**config.mk**
```make
export PLATFORM = sky130hd
export DESIGN_NAME = seq_alu
export DESIGN_NICKNAME = d
export VERILOG_FILES = /design/src/rtl/seq_alu.sv
export SDC_FILE = /design/constraint.sdc
export NUM_CORES = 1
export LEC_CHECK = 0
export CELL_PAD_IN_SITES_DETAIL_PLACEMENT = 1
export CELL_PAD_IN_SITES_GLOBAL_PLACEMENT = 1
export CORE_MARGIN = 2
export CORE_UTILIZATION = 35
export CTS_BUF_LIST = sky130_fd_sc_hd__clkbuf_2 sky130_fd_sc_hd__clkbuf_4 sky130_fd_sc_hd__clkbuf_8
export DETAILED_ROUTE_END_ITERATION = 10
export PLACE_DENSITY_LB_ADDON = 0.1
export SLEW_MARGIN = 15
export SYNTH_ARGS = -nofsm -noshare
export SYNTH_HDL_FRONTEND = slang
export SYNTH_SLANG_ARGS = --single-unit
```
**constraint.sdc**
```tcl
create_clock -name clk -period 4.61 [get_ports clk]
set_clock_uncertainty 0.2 [all_clocks]
set_input_delay 0.461 -clock clk [delete_from_list [all_inputs] [get_ports clk]]
set_output_delay 0.461 -clock clk [all_outputs]
set_load 0.02 [all_outputs]
```
**src/rtl/seq_alu.sv**
```systemverilog
// Multi-cycle unsigned ALU: add/sub in one cycle, shift-add multiply and restoring divide over WIDTH cycles.
// Optional `SEQ_ALU_FLAGS_EN` adds registered zero and signed-overflow flags.
module seq_alu #(
    parameter int WIDTH = 8
) (
    input  logic                 clk,
    input  logic                 rst,
    input  logic                 in_valid,
    output logic                 in_ready,
    input  logic [WIDTH-1:0]     a,
    input  logic [WIDTH-1:0]     b,
    input  logic                 cin,
    input  logic [1:0]           sel,
    output logic                 out_valid,
    input  logic                 out_ready,
    output logic [2*WIDTH-1:0]   result,
    output logic                 carry
`ifdef SEQ_ALU_FLAGS_EN
    ,
    output logic                 zero,
    output logic                 ovf
`endif
);

    localparam int CW = $clog2(WIDTH);

    typedef enum logic [1:0] {IDLE, MUL, DIV, DONE} state_t;

    state_t           state;
    logic [CW-1:0]    cnt;
    logic [WIDTH-1:0] opnd;     // multiplicand for mul, divisor for div
    logic [WIDTH-1:0] hi;       // partial-product high half / partial remainder
    logic [WIDTH-1:0] lo;       // multiplier bits / dividend-then-quotient bits

    logic [WIDTH:0]   add_sum;
    logic [WIDTH:0]   sub_diff;
    logic [WIDTH:0]   mul_sum;
    logic [WIDTH:0]   div_shift;
    logic [WIDTH+1:0] div_diff;
    logic             div_ge;
    logic [WIDTH-1:0] hi_n;
    logic [WIDTH-1:0] lo_n;
    logic             last_iter;

    assign add_sum  = {1'b0, a} + {1'b0, b} + (WIDTH+1)'(cin);
    assign sub_diff = {1'b0, a} - {1'b0, b};

    assign mul_sum   = {1'b0, hi} + (lo[0] ? {1'b0, opnd} : '0);
    assign div_shift = {hi, lo[WIDTH-1]};
    assign div_diff  = {1'b0, div_shift} - {2'b00, opnd};
    assign div_ge    = ~div_diff[WIDTH+1];

    assign last_iter = (cnt == CW'(WIDTH-1));

    // NOTE: always_comb gives every output a default first so no latch can be inferred.
    always_comb begin
        hi_n = hi;
        lo_n = lo;
        if (state == MUL) begin
            hi_n = mul_sum[WIDTH:1];
            lo_n = {mul_sum[0], lo[WIDTH-1:1]};
        end else if (state == DIV) begin
            hi_n = div_ge ? div_diff[WIDTH-1:0] : div_shift[WIDTH-1:0];
            lo_n = {lo[WIDTH-2:0], div_ge};
        end
    end

    // NOTE: state and outputs use non-blocking assignments so every register samples pre-edge values.
    always_ff @(posedge clk) begin
        if (rst) begin
            state     <= IDLE;
            cnt       <= '0;
            opnd      <= '0;
            hi        <= '0;
            lo        <= '0;
            in_ready  <= 1'b1;
            out_valid <= 1'b0;
            result    <= '0;
            carry     <= 1'b0;
`ifdef SEQ_ALU_FLAGS_EN
            zero      <= 1'b0;
            ovf       <= 1'b0;
`endif
        end else begin
            case (state)
                IDLE: if (in_valid) begin
                    in_ready <= 1'b0;
                    cnt      <= '0;
                    case (sel)
                        2'b00: begin
                            result    <= {{WIDTH{1'b0}}, add_sum[WIDTH-1:0]};
                            carry     <= add_sum[WIDTH];
                            out_valid <= 1'b1;
                            state     <= DONE;
`ifdef SEQ_ALU_FLAGS_EN
                            zero <= ~|add_sum[WIDTH-1:0];
                            ovf  <= (a[WIDTH-1] == b[WIDTH-1]) && (add_sum[WIDTH-1] != a[WIDTH-1]);
`endif
                        end
                        2'b01: begin
                            result    <= {{WIDTH{1'b0}}, sub_diff[WIDTH-1:0]};
                            carry     <= ~sub_diff[WIDTH];
                            out_valid <= 1'b1;
                            state     <= DONE;
`ifdef SEQ_ALU_FLAGS_EN
                            zero <= ~|sub_diff[WIDTH-1:0];
                            ovf  <= (a[WIDTH-1] != b[WIDTH-1]) && (sub_diff[WIDTH-1] != a[WIDTH-1]);
`endif
                        end
                        2'b10: begin
                            opnd  <= a;
                            hi    <= '0;
                            lo    <= b;
                            state <= MUL;
                        end
                        default: begin
                            opnd  <= b;
                            hi    <= '0;
                            lo    <= a;
                            state <= DIV;
                        end
                    endcase
                end
                MUL, DIV: begin
                    hi  <= hi_n;
                    lo  <= lo_n;
                    cnt <= cnt + CW'(1);
                    if (last_iter) begin
                        result    <= {hi_n, lo_n};
                        // mul flags a non-zero high half; div flags a zero divisor
                        carry     <= (state == MUL) ? |hi_n : (opnd == '0);
                        out_valid <= 1'b1;
                        state     <= DONE;
`ifdef SEQ_ALU_FLAGS_EN
                        zero <= ~|{hi_n, lo_n};
                        ovf  <= 1'b0;
`endif
                    end
                end
                DONE: if (out_ready) begin
                    out_valid <= 1'b0;
                    in_ready  <= 1'b1;
                    state     <= IDLE;
                end
                default: state <= IDLE;
            endcase
        end
    end

endmodule
```
Yosys cells after proc, flatten, opt, wreduce, memory -nomap -nowiden
Cells that the tools add are included.

cells by class
  $add $sub $neg = 6
  multipliers = 0
  div/mod/pow operators = 0
  $lt $le $gt $ge = 0
  equal/unequal tests = 12
  shift-type cells = 0
  muxes and demuxes = 37
  bitwise logic cells = 3
  reduce and logical (&&, ||, !) cells = 15

operators by type and width
  cell                  count
  $mux W8               9
  $pmux W16 S2          2
  $pmux W8 S2           4
  $mux W16              2
  $add A8 B8 Y9         2
  $reduce_and A3 Y1     4
  $ne A2 B2 Y1 const B  5
  $sub A9 B8 Y10        1
  $add A9 B1 Y9         1
  $mux W1               9
  $sub A8 B8 Y9         1
  $logic_not A8 Y1      1
  $reduce_and A4 Y1     2
  $reduce_or A8 Y1      1
  $eq A2 B2 Y1 const B  3
  $mux W2               3
  $pmux W1 S2           3
  $pmux W2 S3           1
  $pmux W3 S2           1
  $eq A2 B1 Y1 const B  2
  $logic_not A2 Y1      2
  $pmux W2 S2           1
  $reduce_bool A2 Y1    2
  $reduce_or A2 Y1      2
  other kinds (7)       9

word-level totals
  flip-flop bits (word level) = 48
  latch bits = 0
  memory bits (writable) = 0
  memory bits (read-only) = 0
  bits of input ports = 23
  word-level logic and storage cells = 82
  memories kept = 0

Logic depth before layout (Yosys ltp)
Gate-level depths: netlist (run 1).

  depth in word-level cells = 8
  gate-level depth with buffers = 13
  depth with buffers taken out = 12

Least setup slack after synthesis (run 1)
No wires, ideal clock.

  path kind = register to register
  start = reg lo[0]
  end = reg carry
  arrival time = 2,254 ps
  data required time = 4,279 ps
  setup slack = 2,025 ps
  cell stages (with the launch flop) = 14
  path through = dfxtp_1 -> clkbuf_1 -> and2_1 -> ha_1 -> inv_1 -> fa_1 -> nor2b_1 -> o31a_1 -> o22ai_1 -> xnor2_1 -> a21oi_1 -> o21ai_0 -> nor3_1 -> a31oi_1

on the way
  longest elaborated chain between the ends = 7

RTL lines
  what                      line  source
  start: declaration        33    logic [WIDTH-1:0] lo;
  start signal: assignment  126   lo <= lo_n;
  $mux W8                   48    assign mul_sum = {1'b0, hi} + (lo[0] ? {1'b0, opnd} : '0);
  $add A8 B8 Y9             48
  $mux W8                   59    if (state == MUL) begin
  $reduce_or A8 Y1          131   carry <= (state == MUL) ? |hi_n : (opnd == '0);
  $mux W1                   131
  $mux W1                   128   if (last_iter) begin
  $pmux W1 S2               85    case (state)
  end signal: assignment    92    carry <= add_sum[WIDTH];
  end signal: assignment    102   carry <= ~sub_diff[WIDTH];
  end signal: assignment    131
  end: declaration          17    output logic carry

No other way between the ends. The select of a mux whose other input is x is not followed.
A chain may end at the register's enable or synchronous reset.

Worst setup path in the final report (run 1)
Ends and elaborated chain as after synthesis.

==> results of run 1 <==
[power breakdown]
group | leakage [nW] | switching, mW | total [mW] | internal [mW]
Clock | 0.0434 | 0.160 | 0.282 | 0.122
Combinational | 1.39 | 0.817 | 1.29 | 0.475
Sequential | 0.392 | 0.0999 | 0.618 | 0.518
Total | 1.83 | 1.08 | 2.19 | 1.12
[registers in the layout, indices dropped and copies added (netlist names)]
register / count
carry: 1
cnt: 3
in_ready: 1
out_valid: 1
lo: 8
opnd: 8
hi: 8
result: 16
state: 2
[stage by stage]
| stage | setup WS [ns] | instances | power [mW] | hold WS (ns) |
|---|---|---|---|---|
| 3_5_place_dp | 1.313 | 694 | 1.917 | 0.2494 |
| 4_1_cts | 1.451 | 702 | 2.206 | 0.2652 |
| 6_report | 1.401 | 702 | 2.192 | 0.2602 |
| 3_3_place_gp | 1.445 | 694 | 1.897 | 0.2434 |
| 2_1_floorplan | 2.025 | 532 | 1.504 | 0.2356 |
| 5_1_grt | 1.154 | 702 | 2.383 | 0.2901 |
[worst max-delay path: stages, from the launching register on]
cell and delay [ns]:
dfxtp_1 0.57, and2_1 0.19, ha_1 0.17, inv_1 0.06
fa_1 0.41, nor2b_1 0.17, o31a_1 0.26, o22ai_1 0.12
xnor2_1 0.14, a21oi_1 0.14, o21ai_0 0.19, nor3_1 0.34
a31oi_1 0.13
[worst max-delay path by stage]
stage	from	to	slack (ns)	depth (start not counted)
floorplan	lo[0]$_SDFFE_PP0P_	carry$_SDFFE_PP0P_	2.02	13
global placement	a[0]	result[6]$_SDFFE_PP0P_	1.45	12
detailed placement	b[0]	result[6]$_SDFFE_PP0P_	1.31	12
CTS	lo[0]$_SDFFE_PP0P_	carry$_SDFFE_PP0P_	1.45	12
global route	lo[0]$_SDFFE_PP0P_	carry$_SDFFE_PP0P_	1.15	12
finish	lo[0]$_SDFFE_PP0P_	carry$_SDFFE_PP0P_	1.40	12
[layout make-up]
cell class	instances	area, sq um
clock buffer	6	82.58
fill	1415	6716
multi-input combinational	420	2780
tap	143	178.9
timing repair buffer	46	442.9
clock inverter	2	15.01
sequential	48	960.9
inverter	37	143.9
[kinds of logic (layout without fill, tap and decap cells)]
family | count (synthesis) | count (layout)
buffers and inverters | 64 | 91
AO/OA/AOI/OAI | 164 | 164
XOR/XNOR | 12 | 12
AND/OR/NAND/NOR | 181 | 181
multiplexers | 21 | 21
flip-flops | 48 | 48
adder cells (fa/ha/maj) | 42 | 42
[per-layer routing]
metal / global-route usage / wire (um)
met5: 0 / 0
met4: 0.06008 / 210
met3: 0.02242 / 249
met2: 0.3699 / 6009
met1: 0.2720 / 5949
[cell usage in the layout, fill, tap and decap left out, types with 3 or more instances in the layout]
cell type and instances:
a21oi_2 4, nor3_1 5, o21ai_1 4, and2_1 9
a211oi_1 13, nand2b_1 6, nor4_1 3, o21ai_0 29
o31ai_1 3, a21oi_1 64, nor2b_1 6, nor2_1 49
xnor2_1 10, o22ai_1 3, inv_1 36, and3_1 3
a221oi_1 4, o211ai_1 13, clkbuf_8 6, or3_1 3
nand2_1 59, mux2i_1 18, nand3_1 16, clkdlybuf4s50_1 40
or2_2 4, buf_4 5, fa_1 5, a31oi_1 5
a21o_1 3, ha_1 37, dfxtp_1 48, nor3b_1 5
==> flow_summary_export.csv, run 1 <==
group,metric,value,unit
floorplan,die_w,111.2,um
worst_setup_path,r2r_slack,1.40,ns
placed_design,hpwl,9609,um
floorplan,start_util,0.3551,
clocking,worstSkewPairLatency,0.32,ns
synthesis,synth_top_family_by_area,"compound AO/OA/AOI/OAI gates",
route,viasPerCell,5.481,
grt,grt_pass1_vias,4078,
synthesis,async_flop_share,0,
worst_setup_path,critPathKind,"register to register",
synthesis,synth.most_common_cell,"a21oi_1",
final_layout,drive_gt1_frac,0.06977,
clocking,clk_pin_slew_worst_paths,0.10,ns
floorplan,dieHeight,111.2,um
power,leakage,1.827,nW
min_path,hold_path.class,"register to register",
route,firstDrtPassIters,4,
synthesis,synth-simple-area-share,0.2135,
clocking,numCtsBuffers,5,
synthesis,syn_area,4020,sq um
synthesis,synth_compound_area_frac,0.2561,
grt,grt_overflow,0,
worst_setup_path,crit_fanout,11,
worst_setup_path,start_kind,"register",
route,wl_per_cell,17.69,um
placed_design,placed_cell_area,4507,sq um
route,wl,12420,um
floorplan,rows,39,
worst_setup_path,rr_endpoint,"carry$_SDFFE_PP0P_",
synthesis,synth-xor-area-share,0.02614,
floorplan,num_io_pins,42,
placed_design,io_buffers,41,
power,p_per_area,476.1,nW/um^2
synthesis,synthDominantCellAreaShare,0.2390,
synthesis,synthMuxAreaShare,0.05415,
synthesis,yosysTopAreaCell,"dfxtp_1",
worst_setup_path,worstPathRequired,4.61,ns
sta,slew_headroom,0.3544,
grt,track_usage,0.2103,
synthesis,syn-mean-instance-area,7.557,sq um
route,drc,0,
flow_run,maxCapViolations,0,
clocking,clkSinkCount,48,
final_layout,fin_area,4604,sq um
synthesis,synth_cells,532,
synthesis,synth-adder-area-share,0.1401,
sta,tightest_slew,0.9684,ns
synthesis,synth_edf_count,0,
final_layout,fin_nets,623,
synthesis,syn_nets,597,
grt,antenna_found_initial,0,
sta,setup_viol,0,
clocking,cts_hold_buffers,0,
synthesis,yosysSeqAreaShare,0.2390,
floorplan,core_area,11320,sq um
synthesis,ys.warnings.count,0,
grt,grt_first_pass_wirelength,21070,um
synthesis,ys_seq_elements,48,
status,status,"completed",
final_layout,syn_to_final_growth,14.53,%
placed_design,gp_congestion,0.8511,
clocking,cts_resized,0,
synthesis,synthDistinctLibCells,63,
clocking,root_buffer,"clkbuf_8",
route,drt_iter0_drc,206,
sta,rsz0062_at_grt,"no",
sta,hold_violations,0,
clocking,cts_buffer_depth,2,
final_layout,insertedDiodeCount,0,
min_path,hold_depth,2,
min_path,hold_start,"result[14]$_SDFFE_PP0P_",
worst_setup_path,cp-end-kind,"register",
final_layout,fin_util,0.4067,
worst_setup_path,reg2reg_depth,12,
grt,grt_max_degree,50,
sta,tns,0,ns
synthesis,yosys-top-cells-area,"dfxtp_1, ha_1, a21oi_1",
route,vias,3848,
clocking,cts_tree,"done",
synthesis,synth_common_cells,"a21oi_1, nand2_1, nor2_1",
power,vdd_drop_max,263.4,uV
route,antenna_left,0,
sta,finalMaxSlewViolations,0,
sta,finalCritPeriodShare,0.6962,
min_path,holdPathEnd,"result[14]$_SDFFE_PP0P_",
worst_setup_path,reg2reg_from,"lo[0]$_SDFFE_PP0P_",
sta,period_minus_slack,3.209,ns
worst_setup_path,critical_path_arrival,3.21,ns
synthesis,ys.flop_type,"dfxtp_1",
clocking,postCtsSetupBuffers,0,
clocking,htree_levels,2,
floorplan,die_area,12360,sq um
sta,fmax,0.3116,GHz
No activity file was read; power rests on OpenSTA's default activity.
==> run 2: changes to the inputs <==
==> constraint.sdc (replaced) <==
create_clock -name clk -period 2.7 [get_ports clk]
set_clock_uncertainty 0.2 [all_clocks]
set_input_delay 0.27 -clock clk [delete_from_list [all_inputs] [get_ports clk]]
set_output_delay 0.27 -clock clk [all_outputs]
set_load 0.02 [all_outputs]
==> run 2 against run 1 <==
Effect of this change:
- sequential cell count did not move
- core utilization rose by 5.7 points
- maximum frequency rose by 25%
- final cell count rose by 8.1%
- largest cell class unchanged
- clock power rose by 140%
- final area rose by 14%
- die area did not move
- global-route usage rose by 0.15 points
- critical path type unchanged
==> flow_summary_export.csv, run 2 (synthesis gave the netlist of run 1 again) <==
group,metric,value,unit
worst_setup_path,reg2reg_from,"opnd[0]$_SDFFE_PP0P_",
final_layout,final_common_cell,"a21oi_1",
route,drc,0,
status,status,"completed",
worst_setup_path,crit_end,"carry$_SDFFE_PP0P_",
route,drt_iter0_drc,133,
worst_setup_path,start_kind,"register",
clocking,htree_levels,2,
final_layout,fin_nets,680,
worst_setup_path,cp-end-kind,"register",
clocking,cts_buffer_depth,2,
grt,grt_max_degree,33,
floorplan,num_io_pins,42,
route,wl_per_cell,17.20,um
final_layout,top_register,"result",
placed_design,gp_congestion,0.8181,
floorplan,rows,39,
floorplan,dieHeight,111.2,um
route,viasPerCell,5.314,
grt,grt_first_pass_wirelength,21310,um
clocking,cts_tree,"done",
worst_setup_path,crit_fanout,3,
sta,tightest_slew,0.6492,ns
worst_setup_path,r2r_slack,0.13,ns
grt,antenna_found_initial,0,
sta,setup_viol,0,
worst_setup_path,worstPathRequired,2.71,ns
clocking,worstSkewPairLatency,0.33,ns
route,firstDrtPassIters,4,
min_path,hold_start,"rst",
clocking,numCtsBuffers,5,
power,leakage,2.171,nW
sta,slew_headroom,0.5672,
final_layout,fin_util,0.4642,
power,vdd_drop_max,379.5,uV
sta,hold_violations,0,
worst_setup_path,critical_path_arrival,2.58,ns
final_layout,largest_reg_flops,16,
sta,rsz0062_at_grt,"yes",
worst_setup_path,reg2reg_depth,11,
worst_setup_path,startpoint,"opnd[0]$_SDFFE_PP0P_",
placed_design,hpwl,10570,um
worst_setup_path,critPathKind,"register to register",
placed_design,io_buffers,41,
clocking,cts_hold_buffers,0,
power,p_per_area,823.7,nW/um^2
final_layout,syn_to_final_growth,30.72,%
sta,fmax,0.3886,GHz
clocking,root_buffer,"clkbuf_8",
placed_design,post-place-ws,-0.3818,ns
final_layout,mostFrequentLayoutCells,"a21oi_1, buf_4, nand2_1",
grt,track_usage,0.2117,
sta,finalMaxSlewViolations,0,
sta,finalCritPeriodShare,0.9530,
final_layout,insertedDiodeCount,0,
worst_setup_path,rr_endpoint,"carry$_SDFFE_PP0P_",
route,vias,4033,
min_path,hold_path.class,"primary input to register",
floorplan,die_area,12360,sq um
route,antenna_left,0,
clocking,clk_pin_slew_worst_paths,0.10,ns
floorplan,die_w,111.2,um
route,wl,13060,um
floorplan,core_area,11320,sq um
floorplan,start_util,0.3551,
grt,grt_pass1_vias,4144,
clocking,clkSinkCount,48,
sta,period_minus_slack,2.573,ns
sta,setup_ws,0.1269,ns
flow_run,maxCapViolations,0,
grt,grt_overflow,0,
final_layout,drive_gt1_frac,0.2094,
run 2: cell types whose count changed in the layout (fill, tap and decap cells not counted), moves of 3 or more:
cell / previous run / this run
o21ai_2: 1 / 4
dfxtp_1: 48 / 45
ha_4: 0 / 4
o21ai_0: 29 / 24
fa_1: 5 / 1
ha_1: 37 / 32
fa_2: 0 / 4
buf_4: 5 / 61
run 2: final cells by class:
| class | instances | area [sq um] |
|---|---|---|
| fillers | 1415 | 6066 |
| clock inverters | 3 | 68.82 |
| repair buffers | 103 | 883.3 |
| inverters | 37 | 143.9 |
| multi-input cells | 420 | 2944 |
| clock buffers | 5 | 68.82 |
| well taps | 143 | 178.9 |
| flip-flops and latches | 48 | 967.2 |
run 2: timing repair:
action | 4_1_cts | 5_1_grt
gates resized for setup | 6 | 41
setup endpoints to repair | 6 | 21
cloned | 0 | 0
pin swaps | 2 | 15
setup buffers | 1 | 2
run 2: worst min-delay path by stage:
stage	to	cells after the start
6_report	result[2]$_SDFFE_PP0P_	2
5_1_grt	result[2]$_SDFFE_PP0P_	2
4_1_cts	result[2]$_SDFFE_PP0P_	2
3_5_place_dp	result[15]$_SDFFE_PP0P_	2
3_3_place_gp	cnt[1]$_SDFFE_PP0P_	2
2_1_floorplan	cnt[1]$_SDFFE_PP0P_	2
run 2: power breakdown:
part           internal [mW]  switching, mW  total [mW]
Combinational           1.11           1.53        2.64
Clock                  0.373          0.291       0.665
Sequential             0.888          0.133        1.02
Total                   2.37           1.95        4.33
run 2: routing by layer:
metal  vias up  part of all wire  global-route usage
li1       2035                 -                   -
met1      1946              0.47              0.2710
met2        39              0.50              0.3805
met3        13             0.017             0.02023
met4         0             0.015             0.05514
met5         -                 0                   0
run 2: critical path, cell delays in order, from the launching register on:
cell and delay (ns):
dfxtp_2 0.33, and2_1 0.16, ha_1 0.19, inv_1 0.08, fa_2 0.22, nor2b_2 0.05
o31a_1 0.31, o211a_1 0.24, o31ai_2 0.27, a31oi_4 0.08, nor4_2 0.24, a31oi_1 0.10
run 2: per-stage QoR:
step                hold WS (ns)  area [sq um]  TNS [ns]  power (mW)  cells
finish                    0.2603          5255         0       4.328    759
global route              0.2716          5255  -0.02632       4.648    759
CTS                       0.2517          5090  -0.05665       4.244    757
detailed placement        0.2517          4921    -1.207       3.554    748
global placement          0.2436          4921   -0.6971       3.498    748
floorplan                 0.2356          4020         0       2.568    532
